[src/rtl/config_stream_sequencer.sv]
// Buffers 32-bit bitstream words and serialises each one LSB-first onto four
// 8-bit config chain lanes. After the programmed word count it issues one set pulse and then signals done.
module config_stream_sequencer #(
  parameter int FIFO_DEPTH = 4,
  parameter int CNT_W      = 16
) (
  input  logic             wb_clk_i,
  input  logic             wb_rst_ni,
  input  logic             start_i,
  input  logic             abort_i,
  input  logic [CNT_W-1:0] num_words_i,
  input  logic             free_run_i,
  input  logic [31:0]      word_i,
  input  logic             word_valid_i,
  output logic             word_ready_o,
  output logic             cen,
  output logic [3:0]       shift_out,
  output logic [3:0]       set_out,
  output logic             busy_o,
  output logic             done_o,
  output logic [CNT_W-1:0] words_left_o
);
  localparam int AW = $clog2(FIFO_DEPTH);

  typedef enum logic [2:0] {S_IDLE, S_LOAD, S_SHIFT, S_SET, S_DONE} state_t;
  state_t state, state_nx;

  logic [31:0]      fifo_mem [FIFO_DEPTH];
  logic [AW-1:0]    wr_ptr, rd_ptr;
  logic [AW:0]      fifo_cnt, fifo_cnt_nx;
  logic             fifo_full, fifo_empty;
  logic [CNT_W-1:0] words_left, accept_left;
  logic [2:0]       bit_idx;
  logic [31:0]      shreg;

  logic start_ok, abort_busy, push, fifo_wr, fifo_rd, fifo_bypass, load_word;

  assign busy_o       = (state != S_IDLE);
  assign fifo_empty   = (fifo_cnt == '0);
  assign word_ready_o = busy_o & ~fifo_full & (accept_left != '0);
  assign push         = word_valid_i & word_ready_o;
  assign start_ok     = (state == S_IDLE) & start_i & ~abort_i;
  assign abort_busy   = abort_i & busy_o;

  // An empty FIFO is bypassed in LOAD so a word handed over that cycle
  // starts shifting immediately, keeping the per-word cost at 9 cycles.
  assign fifo_rd     = (state == S_LOAD) & ~fifo_empty;
  assign fifo_bypass = (state == S_LOAD) & fifo_empty & push;
  assign fifo_wr     = push & ~fifo_bypass;
  assign load_word   = fifo_rd | fifo_bypass;
  assign fifo_cnt_nx = fifo_cnt + (AW+1)'(fifo_wr) - (AW+1)'(fifo_rd);

  always_ff @(posedge wb_clk_i or negedge wb_rst_ni) begin
    if (!wb_rst_ni) begin
      state       <= S_IDLE;
      words_left  <= '0;
      accept_left <= '0;
      bit_idx     <= '0;
      wr_ptr      <= '0;
      rd_ptr      <= '0;
      fifo_cnt    <= '0;
      fifo_full   <= 1'b0;
    end else begin
      state <= state_nx;
      if (abort_busy) begin
        words_left  <= '0;
        accept_left <= '0;
        bit_idx     <= '0;
        wr_ptr      <= '0;
        rd_ptr      <= '0;
        fifo_cnt    <= '0;
        fifo_full   <= 1'b0;
      end else begin
        if (start_ok) begin
          words_left  <= num_words_i;
          accept_left <= num_words_i;
        end else if (push && accept_left != '0) begin
          accept_left <= accept_left - CNT_W'(1);
        end
        if (load_word)
          bit_idx <= '0;
        else if (state == S_SHIFT)
          bit_idx <= bit_idx + 3'd1;
        if (state == S_SHIFT && bit_idx == 3'd7 && words_left != '0)
          words_left <= words_left - CNT_W'(1);
        if (fifo_wr) wr_ptr <= wr_ptr + AW'(1);
        if (fifo_rd) rd_ptr <= rd_ptr + AW'(1);
        fifo_cnt  <= fifo_cnt_nx;
        fifo_full <= (fifo_cnt_nx == (AW+1)'(FIFO_DEPTH));
      end
    end
  end

  // Word storage and the shift register carry data only; control gates them.
  always_ff @(posedge wb_clk_i) begin
    if (fifo_wr) fifo_mem[wr_ptr] <= word_i;
    if (load_word) shreg <= fifo_rd ? fifo_mem[rd_ptr] : word_i;
  end

  always_comb begin
    state_nx = state;
    case (state)
      S_IDLE:  if (start_ok) state_nx = (num_words_i != '0) ? S_LOAD : S_DONE;
      S_LOAD:  if (load_word) state_nx = S_SHIFT;
      S_SHIFT: if (bit_idx == 3'd7)
                 state_nx = (words_left <= CNT_W'(1)) ? S_SET : S_LOAD;
      S_SET:   state_nx = S_DONE;
      S_DONE:  state_nx = S_IDLE;
      default: state_nx = S_IDLE;
    endcase
    if (abort_busy) state_nx = S_IDLE;
  end

  always_comb begin
    shift_out = '0;
    if (state == S_SHIFT)
      for (int k = 0; k < 4; k++) shift_out[k] = shreg[{k[1:0], bit_idx}];
  end

  assign cen          = free_run_i | (state == S_SHIFT) | (state == S_SET);
  assign set_out      = (state == S_SET) ? 4'b1111 : 4'b0000;
  assign done_o       = (state == S_DONE);
  assign words_left_o = words_left;

endmodule

[config.mk]
export PLATFORM = sky130hd
export DESIGN_NAME = config_stream_sequencer
export DESIGN_NICKNAME = d
export VERILOG_FILES = /design/src/rtl/config_stream_sequencer.sv
export SDC_FILE = /design/constraint.sdc
export NUM_CORES = 1
export LEC_CHECK = 0
export BUFFER_PORTS_ARGS = -buffer_cell sky130_fd_sc_hd__buf_2
export CORE_ASPECT_RATIO = 0.75
export CORE_MARGIN = 5
export CORE_UTILIZATION = 40
export CTS_CLUSTER_DIAMETER = 40
export DETAILED_ROUTE_END_ITERATION = 8
export PLACE_DENSITY_LB_ADDON = 0.3
export SLEW_MARGIN = 25
export SYNTH_ARGS = -nofsm -noshare
export SYNTH_HDL_FRONTEND = slang
export SYNTH_SLANG_ARGS = --single-unit
[constraint.sdc]
create_clock -name wb_clk_i -period 3.85 [get_ports wb_clk_i]
set_clock_uncertainty 0.15 [all_clocks]
set_input_delay 0.5775 -clock wb_clk_i [delete_from_list [all_inputs] [get_ports wb_clk_i]]
set_output_delay 0.5775 -clock wb_clk_i [all_outputs]
set_load 0.01 [all_outputs]
==> flow_summary.toml <==
[power]
intPower_mw = 5.22
p_switching_mw = 2.32
pwr-share-clk_pct = 32.0
power_density_mw_per_mm2 = 704
peakVddDrop_mv = 0.332
pwr-share-seq_pct = 42.0
comb_power_share_pct = 26.0
cellLeakagePower_nw = 3.82
p_sw_share_pct = 30.8

[critical_path]
cp.required_ns = 4.11
endpoint_kind = "register"
start_kind = "register"
r2r_start = "accept_left[0]"
arrival_ns = 3.52
slowest_delay_ns = 0.47
worstPathMaxFanout = 17
cp_top_family = "simple AND/OR/NAND/NOR gates"
cp_slowest_cell = "nor3b_1"
criticalPathCategory = "register to register"
path_buf_inv = 3
r2r_setup_slack_ns = 0.60
ff2ff_path_depth = 11
path_cells = "inv_1 > ha_1 > nor3b_1 > nand4bb_4 > and3_1 > inv_1 > ha_1 > inv_1 > ha_1 > fa_1 > nor4_1"
regToRegEndpoint = "fifo_full"

[detailed_routing]
firstDrtPassIters = 7
detail_route.wl_per_cell_um = 20.3
highest_layer = "met5"
drt_iter0_drc = 385
ant_nets = 0
wl_met3_um = 1020
vias = 5352
met2_length_um = 9350
drc = 0
vias_per_cell = 5.49
drt_wl_total_um = 19800
wl_met1_um = 8970

[clock_network]
root_buffer = "clkbuf_16"
clock_latency_ns = 0.51
postCtsSetupRepairBufs = 0
clkTransAtPathRegs_ns = 0.06
ctsResizeCount = 0
htree_levels = 1
cts_tree = "yes"
numCtsBuffers = 27
cts_buffer_depth = 3
cts.sinks = 206

[place]
dp_hpwl_um = 12500
gp_congestion = 0.851
portBuffers = 81

[timing]
slew_violations = 0
hold_viol_final = 0
setup_viol = 0
max_freq_mhz = 307
finalCritPeriodShare_pct = 84.5
hold_ws_ns = 0.134
fin_crit_ns = 3.25
fin_setup_tns_ns = 0
worstMarginPinSlew_ns = 0.773
grt_setup_unrepaired = "false"
max_slew_margin_pct = 48.5

[floorplan]
start_util_pct = 41.0
pin_count = 82
core-area_mm2 = 0.0223
die_y_um = 141
std_cell_rows = 47
die_area_mm2 = 0.0260
die_w_um = 184

[final_layout]
diodes = 0
drive_gt1_share_pct = 33.0
areaGrowthSynthToFinish_pct = 17.3
nets = 728

[global_route]
track_usage_pct = 15.3
grt_pass1_wl_um = 31400
grt_pass1_vias = 5480
overflow = 0
antenna_found_initial = 2
grt_max_degree = 47

[synth]
synth_seq_cells = 206
synthCells = 572
avgSynthCellArea_um2 = 16.0
syn_area_mm2 = 0.00913
synth_nets = 639
yosysWarnings = 0
synth_edf_count = 160
ys_seq_area_share_pct = 65.2
ys_types = 57
synthArstFlopShare_pct = 22.3
synthFlopType = "edfxtp_1"

[run]
maxCapViolations = 0

[hold_path]
hp-class = "input pin to register"
hold_start = "word_i[7]"
min_path_cells = 1
worstHoldEndpoint = "fifo_mem[1][7]"

[status]
status = "completed"
-- cell families after synthesis --
family,share of synthesized area [%]
and+or+nand+nor,8.81
xor gates and xnor gates,1.82
adders and majority gates,1.86
muxes,14.8
DFF,65.2
AOI/OAI and AO/OA,4.73
buffers and inverters,2.71
-- cell type report --
cell class | instances | area, um2
fillers | 1853 | 11600
flip-flops and latches | 206 | 5960
multi-input cells | 318 | 2940
clock buffers | 28 | 679
repair buffers | 93 | 500
well taps | 294 | 368
clock inverters | 21 | 208
inverters | 15 | 56.3
-- how the worst max path moves through the flow --
stage	startpoint	endpoint	slack, ns	depth (start not counted)
after floorplan	accept_left[0]	shreg[0]	0.49	7
after global placement	accept_left[0]	fifo_full	0.71	11
after detailed placement	state[1]	fifo_full	0.63	9
after CTS	accept_left[0]	fifo_full	0.61	11
after global routing	accept_left[0]	fifo_full	0.27	11
final	accept_left[0]	fifo_full	0.60	11
-- what timing repair did --
action                                  in CTS  in global routing
hold buffers                                 0                  1
endpoints found under the hold margin        0                 46
endpoints found under the setup margin       0                  0
-- per-layer routing --
metal	up-vias	GRT usage, %
met5	-	0
met1	2758	22.0
met2	115	23.7
li1	2431	-
met3	44	3.45
met4	4	3.93
-- sequential cells by signal, indices dropped and copies added, names as in the netlist --
| name | cells |
|---|---|
| fifo_cnt | 3 |
| bit_idx | 3 |
| words_left_o | 16 |
| fifo_mem | 128 |
| shreg | 32 |
| rd_ptr | 2 |
| state | 3 |
| accept_left | 16 |
| wr_ptr | 2 |
| fifo_full | 1 |
-- cells in the mapped netlist (6+ instances only) --
cell type  count  area [um2]
mux4_2        40         901
a21oi_1       19        95.1
dfrtp_1       46        1150
o211ai_1       6        45.0
nand3_1       15        75.1
ha_1          12         150
or3_1          7        43.8
nor3_1         9        45.0
o21ai_0       20         100
clkbuf_1      15        56.3
and2_1         7        43.8
mux2_2        33         372
nor4_1        11        68.8
inv_1         15        56.3
buf_6          6        67.6
xor2_1        14         123
nand2_1       24        90.1
buf_2          6        30.0
edfxtp_1     160        4800
mux2i_1        8        80.1
nor2_1        20        75.1
a31oi_1       10        62.6
nand4_1        7        43.8
-- power groups by stage --
stage / Combinational [mW] / Sequential (mW) / Clock [mW]
2_1_floorplan: 1.46 / 3.13 / 0
3_3_place_gp: 1.92 / 3.18 / 0
3_5_place_dp: 1.98 / 3.20 / 0
4_1_cts: 1.99 / 3.17 / 2.48
5_1_grt: 2.17 / 3.21 / 2.59
6_report: 1.96 / 3.16 / 2.42
-- cells in the final DEF (no fill, tap or decap), drive strengths merged, types with 2 or more instances in the layout --
cell      count
edfxtp      160
xnor2         5
bufinv        2
o2111ai       2
or3           7
o21ai        20
o211ai        6
nand3        16
or3b          2
o311ai        3
nand4         7
nand4b        4
inv          22
mux4         40
mux2i         8
ha           12
dfrtp        46
clkinv        5
or4           4
nor2         22
nor3b         4
mux2         33
nand2b        3
buf          92
a21oi        19
a31oi        10
clkbuf       28
nor3         10
xor2         14
nor4         13
nand2        24
and3          5
and2          7
clkinvlp      7
or2           3
-- metrics by stage --
stage	worst slack (ns)	cell area, um2	power [mW]	std cells	utilization, %
floorplan	0.486	9130	4.59	572	-
CTS	0.605	10700	7.63	974	48.0
finish	0.597	10700	7.54	975	48.1
detailed placement	0.626	9810	5.18	925	44.0
global route	0.273	10700	7.97	975	48.1
global placement	0.712	9810	5.10	925	44.0
Note: power is estimated with default switching activity, not from simulation.
